===== src/rtl/sd_stream_loader.sv =====
// sd_stream_loader: streams a run of consecutive SD blocks into the audio
// sample FIFO. Bytes are packed little-endian into OUT_WIDTH-bit words.
// A block is requested only when the FIFO has room for a whole block.
// The run can optionally loop back to its first block.
module sd_stream_loader #(
    parameter int BLOCK_BYTES = 512,
    parameter int OUT_WIDTH   = 8,
    parameter int ADDR_WIDTH  = 32,
    parameter int CNT_WIDTH   = 16
) (
    input  logic                  clk_in,
    input  logic                  reset_in,
    input  logic                  start,
    input  logic                  stop,
    input  logic [ADDR_WIDTH-1:0] start_addr,
    input  logic [CNT_WIDTH-1:0]  num_blocks,
    input  logic                  loop_en,
    input  logic                  fifo_prog_full,
    input  logic                  sd_ready,
    input  logic                  sd_read_accepted,
    input  logic                  sd_byte_available,
    input  logic [7:0]            sd_dout,
    output logic                  request_sd_read,
    output logic [ADDR_WIDTH-1:0] sd_addr,
    output logic [OUT_WIDTH-1:0]  fifo_din,
    output logic                  fifo_write_enable,
    output logic                  busy,
    output logic                  done,
    output logic [CNT_WIDTH-1:0]  blocks_done
);

    localparam int BPW = OUT_WIDTH / 8;
    localparam int BCW = $clog2(BLOCK_BYTES + 1);

    typedef enum logic [2:0] {
        S_IDLE,
        S_WAIT_ROOM,
        S_REQUEST,
        S_RECEIVE,
        S_NEXT
    } state_t;

    state_t                state_q, state_d;
    logic [ADDR_WIDTH-1:0] base_addr_q, base_addr_d;
    logic [CNT_WIDTH-1:0]  num_blocks_q, num_blocks_d;
    logic                  loop_q, loop_d;
    logic [ADDR_WIDTH-1:0] addr_q, addr_d;
    logic [CNT_WIDTH-1:0]  blocks_q, blocks_d;
    logic [BCW-1:0]        byte_cnt_q, byte_cnt_d;
    logic [OUT_WIDTH-1:0]  pack_q, pack_d;
    logic [OUT_WIDTH-1:0]  fifo_din_q, fifo_din_d;
    logic                  we_q, we_d;
    logic                  req_q, req_d;
    logic                  busy_q, busy_d;
    logic                  done_q, done_d;
    logic                  stop_pend_q, stop_pend_d;
    logic                  hist_q, hist_d;

    logic                  byte_event;
    logic                  word_last;
    logic                  block_last;
    logic [OUT_WIDTH-1:0]  pack_shift;

    // A new byte is a rising edge of the toggle seen against last cycle's value.
    assign byte_event = sd_byte_available & ~hist_q;
    assign block_last = (byte_cnt_q == BCW'(BLOCK_BYTES - 1));

    // Word assembly: a byte-wide FIFO takes every byte directly; wider words
    // shift new bytes in from the top so the first byte ends up in [7:0].
    generate
        if (BPW == 1) begin : g_byte_word
            assign word_last  = 1'b1;
            assign pack_shift = sd_dout;
        end else begin : g_multi_word
            localparam int LW = $clog2(BPW);
            assign word_last  = (byte_cnt_q[LW-1:0] == LW'(BPW - 1));
            assign pack_shift = {sd_dout, pack_q[OUT_WIDTH-1:8]};
        end
    endgenerate

    // Next-state, datapath and registered-output decisions.
    always_comb begin
        state_d      = state_q;
        base_addr_d  = base_addr_q;
        num_blocks_d = num_blocks_q;
        loop_d       = loop_q;
        addr_d       = addr_q;
        blocks_d     = blocks_q;
        byte_cnt_d   = byte_cnt_q;
        pack_d       = pack_q;
        fifo_din_d   = fifo_din_q;
        we_d         = 1'b0;
        req_d        = req_q;
        busy_d       = busy_q;
        done_d       = 1'b0;
        stop_pend_d  = stop_pend_q;
        hist_d       = sd_byte_available;

        case (state_q)
            S_IDLE: begin
                if (start) begin
                    base_addr_d  = start_addr;
                    num_blocks_d = num_blocks;
                    loop_d       = loop_en;
                    stop_pend_d  = 1'b0;
                    if (num_blocks == '0) begin
                        done_d = 1'b1;
                    end else begin
                        state_d  = S_WAIT_ROOM;
                        busy_d   = 1'b1;
                        addr_d   = start_addr;
                        blocks_d = '0;
                    end
                end
            end
            S_WAIT_ROOM: begin
                if (stop) begin
                    state_d = S_IDLE;
                    busy_d  = 1'b0;
                end else if (!fifo_prog_full && sd_ready) begin
                    req_d   = 1'b1;
                    state_d = S_REQUEST;
                end
            end
            S_REQUEST: begin
                if (sd_read_accepted) begin
                    req_d      = 1'b0;
                    byte_cnt_d = '0;
                    state_d    = S_RECEIVE;
                    if (stop) begin
                        stop_pend_d = 1'b1;
                    end
                end else if (stop) begin
                    req_d   = 1'b0;
                    busy_d  = 1'b0;
                    state_d = S_IDLE;
                end
            end
            S_RECEIVE: begin
                if (stop) begin
                    stop_pend_d = 1'b1;
                end
                if (byte_event) begin
                    pack_d     = pack_shift;
                    byte_cnt_d = byte_cnt_q + BCW'(1);
                    if (word_last) begin
                        fifo_din_d = pack_shift;
                        we_d       = 1'b1;
                    end
                    if (block_last) begin
                        blocks_d = blocks_q + CNT_WIDTH'(1);
                        addr_d   = addr_q + ADDR_WIDTH'(BLOCK_BYTES);
                        state_d  = S_NEXT;
                    end
                end
            end
            S_NEXT: begin
                // A stop arriving on this very cycle is honoured as well, so no
                // further block is requested after it.
                if (stop_pend_q || stop) begin
                    stop_pend_d = 1'b0;
                    busy_d      = 1'b0;
                    state_d     = S_IDLE;
                end else if (blocks_q == num_blocks_q) begin
                    if (loop_q) begin
                        addr_d   = base_addr_q;
                        blocks_d = '0;
                        state_d  = S_WAIT_ROOM;
                    end else begin
                        done_d  = 1'b1;
                        busy_d  = 1'b0;
                        state_d = S_IDLE;
                    end
                end else begin
                    state_d = S_WAIT_ROOM;
                end
            end
            default: begin
                state_d = S_IDLE;
                busy_d  = 1'b0;
                req_d   = 1'b0;
            end
        endcase
    end

    // State and output registers; reset clears everything without a clock.
    always_ff @(posedge clk_in or posedge reset_in) begin
        if (reset_in) begin
            state_q      <= S_IDLE;
            base_addr_q  <= '0;
            num_blocks_q <= '0;
            loop_q       <= 1'b0;
            addr_q       <= '0;
            blocks_q     <= '0;
            byte_cnt_q   <= '0;
            pack_q       <= '0;
            fifo_din_q   <= '0;
            we_q         <= 1'b0;
            req_q        <= 1'b0;
            busy_q       <= 1'b0;
            done_q       <= 1'b0;
            stop_pend_q  <= 1'b0;
            hist_q       <= 1'b0;
        end else begin
            state_q      <= state_d;
            base_addr_q  <= base_addr_d;
            num_blocks_q <= num_blocks_d;
            loop_q       <= loop_d;
            addr_q       <= addr_d;
            blocks_q     <= blocks_d;
            byte_cnt_q   <= byte_cnt_d;
            pack_q       <= pack_d;
            fifo_din_q   <= fifo_din_d;
            we_q         <= we_d;
            req_q        <= req_d;
            busy_q       <= busy_d;
            done_q       <= done_d;
            stop_pend_q  <= stop_pend_d;
            hist_q       <= hist_d;
        end
    end

    assign request_sd_read   = req_q;
    assign sd_addr           = addr_q;
    assign fifo_din          = fifo_din_q;
    assign fifo_write_enable = we_q;
    assign busy              = busy_q;
    assign done              = done_q;
    assign blocks_done       = blocks_q;

endmodule


===== config.mk =====
export PLATFORM = sky130hd
export DESIGN_NAME = sd_stream_loader
export DESIGN_NICKNAME = d
export VERILOG_FILES = /design/src/rtl/sd_stream_loader.sv
export SDC_FILE = /design/constraint.sdc
export NUM_CORES = 1
export LEC_CHECK = 0
export ABC_AREA = 1
export ABC_CLOCK_PERIOD_IN_PS = 4300
export CORE_MARGIN = 2
export CORE_UTILIZATION = 55
export CTS_BUF_LIST = sky130_fd_sc_hd__clkbuf_8
export CTS_CLUSTER_DIAMETER = 150
export CTS_CLUSTER_SIZE = 12
export DETAILED_ROUTE_END_ITERATION = 16
export PLACE_DENSITY = 0.83
export SYNTH_ARGS = -nofsm -noshare
export SYNTH_HDL_FRONTEND = slang
export SYNTH_SLANG_ARGS = --single-unit

===== constraint.sdc =====
create_clock -name clk_in -period 4.3 [get_ports clk_in]
set_input_delay 0.43 -clock clk_in [delete_from_list [all_inputs] [get_ports clk_in]]
set_output_delay 0.43 -clock clk_in [all_outputs]
set_load 0.005 [all_outputs]

# [Word-level counts from Yosys, hierarchy flattened]
# Cells that the tools add are included.
[op_classes] n_mux=57 add_sub_neg=3 reduce_logical=17 bitwise_logic=4 eq_ne=22
[ops] op="2-to-1 mux 32 bit" count=7
[ops] op="2-to-1 mux 16 bit" count=7
[ops] op="case mux 32 bit (3 select lines)" count=1
[ops] op="case mux 16 bit (3 select lines)" count=1
[ops] op="adder 32 x 10 -> 32 bit (second input constant)" count=1
[ops] op="2-to-1 mux 3 bit" count=10
[ops] op="inequality test 2 bit (second input constant)" count=12
[ops] op="2-to-1 mux 1 bit" count=23
[ops] op="2-to-1 mux 10 bit" count=2
[ops] op="case mux 10 bit (2 select lines)" count=1
[ops] op="adder 16 x 1 -> 16 bit (second input constant)" count=1
[ops] op="equality test 16 bit" count=1
[ops] op="logical NOT 16 bit" count=1
[ops] op="case mux 3 bit (5 select lines)" count=1
[ops] op="inequality test 3 bit (second input constant)" count=4
[ops] op="AND reduction 6 bit" count=2
[ops] op="adder 10 x 1 -> 10 bit (second input constant)" count=1
[ops] op="equality test 10 x 9 -> 1 bit (second input constant)" count=1
[ops] op="AND reduction 4 bit" count=2
[ops] op="AND reduction 8 bit" count=1
[ops] op="equality test 3 x 2 -> 1 bit (second input constant)" count=2
[ops] op="case mux 1 bit (5 select lines)" count=1
[ops] op="case mux 1 bit (4 select lines)" count=1
[ops] op="AND reduction 2 bit" count=2
[ops] op="other kinds (15)" count=17
[word_totals] reg_bits=124 in_bits=65 out_inout_bits=60 elab_cells=117

# [Longest topological paths before layout]
[logic_depth] ltp_word=5 depth_mapped=14 ltp_nobuf=12

# [Worst setup path after synthesis]
# Ideal clock, no wire load.
[synth_timing] path_type="register -> register" start="register addr_q[9] (netlist: sd_addr[9])" end="register addr_q[27] (netlist: sd_addr[27])" required_time_ns=4.184 period_less_slack_ns=1.705 path_buffers=0 setup_slack_ns=2.595 arrival_time_ns=1.589 setup_ns=0.116 path_stages_with_launch=10 cell_sequence="dfrtp_1 > ha_1 > nand3_1 > nor2_2 > nand4_1 > or2_2 > nand3_1 > nand2_1 > nand2_1 > nand2_1"
[synth_via] elab_chain_cells=4
[synth_lines] element="from (decl)" line_no="47" source="logic [ADDR_WIDTH-1:0] addr_q, addr_d;"
[synth_lines] element="from (signal assigned)" line_no="209" source="addr_q <= addr_d;"
[synth_lines] element="adder 32 x 10 -> 32 bit" line_no="152" source="addr_d = addr_q + ADDR_WIDTH'(BLOCK_BYTES);"
[synth_lines] element="2-to-1 mux 32 bit" line_no="150" source="if (block_last) begin"
[synth_lines] element="2-to-1 mux 32 bit" line_no="143" source="if (byte_event) begin"
[synth_lines] element="case mux 32 bit (3 select lines)" line_no="99" source="case (state_q)"
# No other way between the ends. The select of a mux whose other input is x is not followed.
# A chain may end at the register's enable or synchronous reset.

# [Final worst setup path]
[layout_timing] start="register blocks_q[7] (netlist: blocks_done[7])" end="register addr_q[21] (netlist: sd_addr[21])"
[layout_via] elab_chain_cells=3
[layout_lines] element="from (decl)" line_no="48" source="logic [CNT_WIDTH-1:0] blocks_q, blocks_d;"
[layout_lines] element="from (signal assigned)" line_no="210" source="blocks_q <= blocks_d;"
[layout_lines] element="equality test 16 bit" line_no="164" source="end else if (blocks_q == num_blocks_q) begin"
[layout_lines] element="inequality test 2 bit (no source line)"
[layout_lines] element="AND reduction 8 bit (no source line)"
# No other way between the ends.

==> results.cfg <==
[power_and_ir_drop]
power.switching_mw = 2.07
swShare_pct = 37.9
ir_drop_mv = 0.343
p_leak_nw = 4.23
power.internal_mw = 3.39
power_density_nw_per_um2 = 620
clkPwrFrac_pct = 23.5
seqPwrFrac_pct = 37.6
pwr-share-comb_pct = 38.9

[floorplan]
rows = 41
start_util_pct = 55.8
dieHeight_um = 116
dieArea_um2 = 13600
dieWidth_um = 116
core_um2 = 12500
boundaryPins = 125

[setup_path]
path_class = flip-flop to flip-flop
cp.depth = 11
critical_path_required_ns = 4.63
r2r_setup_slack_ns = 1.37
worstRegToRegCells = 11
start_kind = flip-flop
path_delay_family = simple AND/OR/NAND/NOR gates
crit_top_cell = nand2_1
critPathMaxFanout = 39
crit_slowest_cell = nand3_2
critPathArrivalTime_ns = 3.26
slowest_delay_ns = 0.80
end_kind = flip-flop
path_buf_inv = 1
cp_cell_sequence = inv_1 > nand2_1 > nand2_1 > nor2_1 > nand2_1 > nor2_1 > nand2_1 > nand2_2 > nand3_2 > nand2_1 > nand2_1

[placed_design]
place_congestion = 0.893
post-dp-hpwl_mm = 12.2
portBuffers = 124

[layout]
n_antenna_cell = 0
final_common_cell = nand2_1
drive_gt1_share_pct = 6.74
fillers = 1023
fin_util_pct = 70.6
regArea_um2 = 3100
final_cell_mix = nand2_1 (386), dfrtp_1 (124), clkdlybuf4s50_1 (124), inv_1 (113), nor2_1 (83)
multi_input_area_um2 = 3240
area_growth_pct = 26.5
fin_nets = 1169

[yosys]
syn-num-nets = 1053
async_flop_share_pct = 100
synth.ff_latch_count = 124
synth_flop_cell = dfrtp_1
ys_warn_count = 0
avgSynthCellArea_um2 = 7.07
synth-edff-count = 0
syn-cell-area_um2 = 6960
ys_types = 38
synth_seq_area_share_pct = 44.6
synth_cells = 985

[cts]
clock_sinks = 124
clk_latency_ns = 0.45
post-cts-setup-buffers = 0
clk_path_buf_depth = 2
cts_hold_buf = 0
cts-root-buf = clkbuf_8
numCtsBuffers = 17
cts_resized = 0
cts_tree = built
cts.clk_slew.worst_paths_ns = 0.08
htree_levels = 4

[sta]
setup-violations-final = 0
finalMaxSlewViolations = 0
finalClockSkew_ns = 0.0113
finalCritPeriodShare_pct = 68.1
max_freq_ghz = 0.341
tns_ns = 0
worstMarginPinSlew_ns = 1.10
holdWs_ns = 0.468
finalCriticalPeriod_ns = 2.93
finalHoldViolCount = 0
slew_headroom_pct = 26.7
rsz0062_at_grt = no

[drt]
antenna_left = 0
vias = 6775
viasPerCell = 5.27
post_drt_wl_per_cell_um = 13.7
wirelength_mm = 17.6
dr.pass1.iters = 6
drc = 0
drt-initial-drc-count = 534

[status]
status = completed

[flow_run]
drv_cap = 0

[grt]
grt_pass1_wl_mm = 29.1
grt_pass1_vias = 6412
grt_use_total_pct = 27.5
antenna_found_initial = 0
grt-ovfl-total = 0
grt_max_degree = 77

[min_path]
min_path_type = primary input to flip-flop
whs_path_depth = 1
registers in the layout, indices dropped and copies added (netlist names):
signal             flops
base_addr_q           32
sd_addr               32
blocks_done           16
num_blocks_q          16
byte_cnt_q            10
fifo_din               8
state_q                3
busy                   1
done                   1
fifo_write_enable      1
hist_q                 1
loop_q                 1
request_sd_read        1
stop_pend_q            1
cells by family (layout without fill, tap and decap cells):
| logic type | after synthesis | in the layout | synth area share, % |
|---|---|---|---|
| buffers and inverters | 153 | 281 | 8.92 |
| adders and majority gates | 3 | 3 | 0.539 |
| muxes | 13 | 13 | 2.10 |
| DFF | 124 | 124 | 44.6 |
| xor gates and xnor gates | 8 | 8 | 1.01 |
| AOI/OAI and AO/OA | 91 | 91 | 7.12 |
| and+or+nand+nor | 593 | 593 | 35.7 |
through the flow:
stage / total power [mW] / setup WS, ns / instance area, um^2 / cells
after global placement: 4.10 / 1.46 / 8310 / 1254
after global routing: 5.86 / 1.13 / 8810 / 1285
after floorplan: 3.36 / 0.571 / 6960 / 985
final: 5.46 / 1.37 / 8810 / 1285
after CTS: 5.48 / 1.40 / 8810 / 1285
after detailed placement: 4.17 / 1.40 / 8310 / 1254
per-layer routing:
metal  part of all wire, %  GRT usage, %
met1                    44          35.5
met5                     0             0
met4                   1.5          9.76
met2                    49          46.0
met3                   6.1          6.12
cell usage after synthesis (3+ instances only):
master | number | area, um^2
o22ai_1 | 4 | 25.0
nand2_2 | 4 | 25.0
nor3_1 | 11 | 55.1
nor2_2 | 3 | 18.8
or2_2 | 6 | 37.5
nand3_1 | 52 | 260
ha_1 | 3 | 37.5
xor2_1 | 7 | 61.3
clkbuf_1 | 16 | 60.1
nand2_1 | 387 | 1450
a21oi_1 | 8 | 40.0
inv_1 | 113 | 424
o21ai_0 | 65 | 325
mux2_2 | 13 | 146
inv_2 | 5 | 18.8
nand4_1 | 38 | 238
nor2_1 | 83 | 312
buf_2 | 13 | 65.1
o21bai_1 | 3 | 22.5
dfrtp_1 | 124 | 3100
buf_6 | 4 | 45.0
o211ai_1 | 5 | 37.5
power groups by stage:
stage	combinational [mW]	sequential, mW	clock [mW]
floorplan	1.39	1.97	0
global placement	2.06	2.04	0
detailed placement	2.12	2.05	0
CTS	2.13	2.04	1.30
global route	2.41	2.11	1.34
finish	2.12	2.05	1.29
layout make-up:
| class | instances | share of cell area (%) |
|---|---|---|
| clock buffers | 18 | 2.81 |
| clock inverters | 13 | 2.80 |
| inverters | 119 | 5.10 |
| multi-input cells | 708 | 36.8 |
| flip-flops and latches | 124 | 35.2 |
| well taps | 172 | 2.44 |
| repair buffers | 131 | 14.8 |
path summary, 6_finish.rpt:
path / from / end
setup reg to reg: blocks_done[7]$_DFFE_PP0P_ / sd_addr[21]$_DFFE_PP0P_
hold reg to reg: sd_addr[3]$_DFFE_PP0P_ / sd_addr[3]$_DFFE_PP0P_
max in group asynchronous: reset_in / sd_addr[30]$_DFFE_PP0P_
min in group asynchronous: reset_in / fifo_din[3]$_DFFE_PP0P_
hold / removal: sd_byte_available / hist_q$_DFF_PP0_
setup / recovery: blocks_done[7]$_DFFE_PP0P_ / sd_addr[21]$_DFFE_PP0P_
Note: power is estimated with default switching activity, not from simulation.
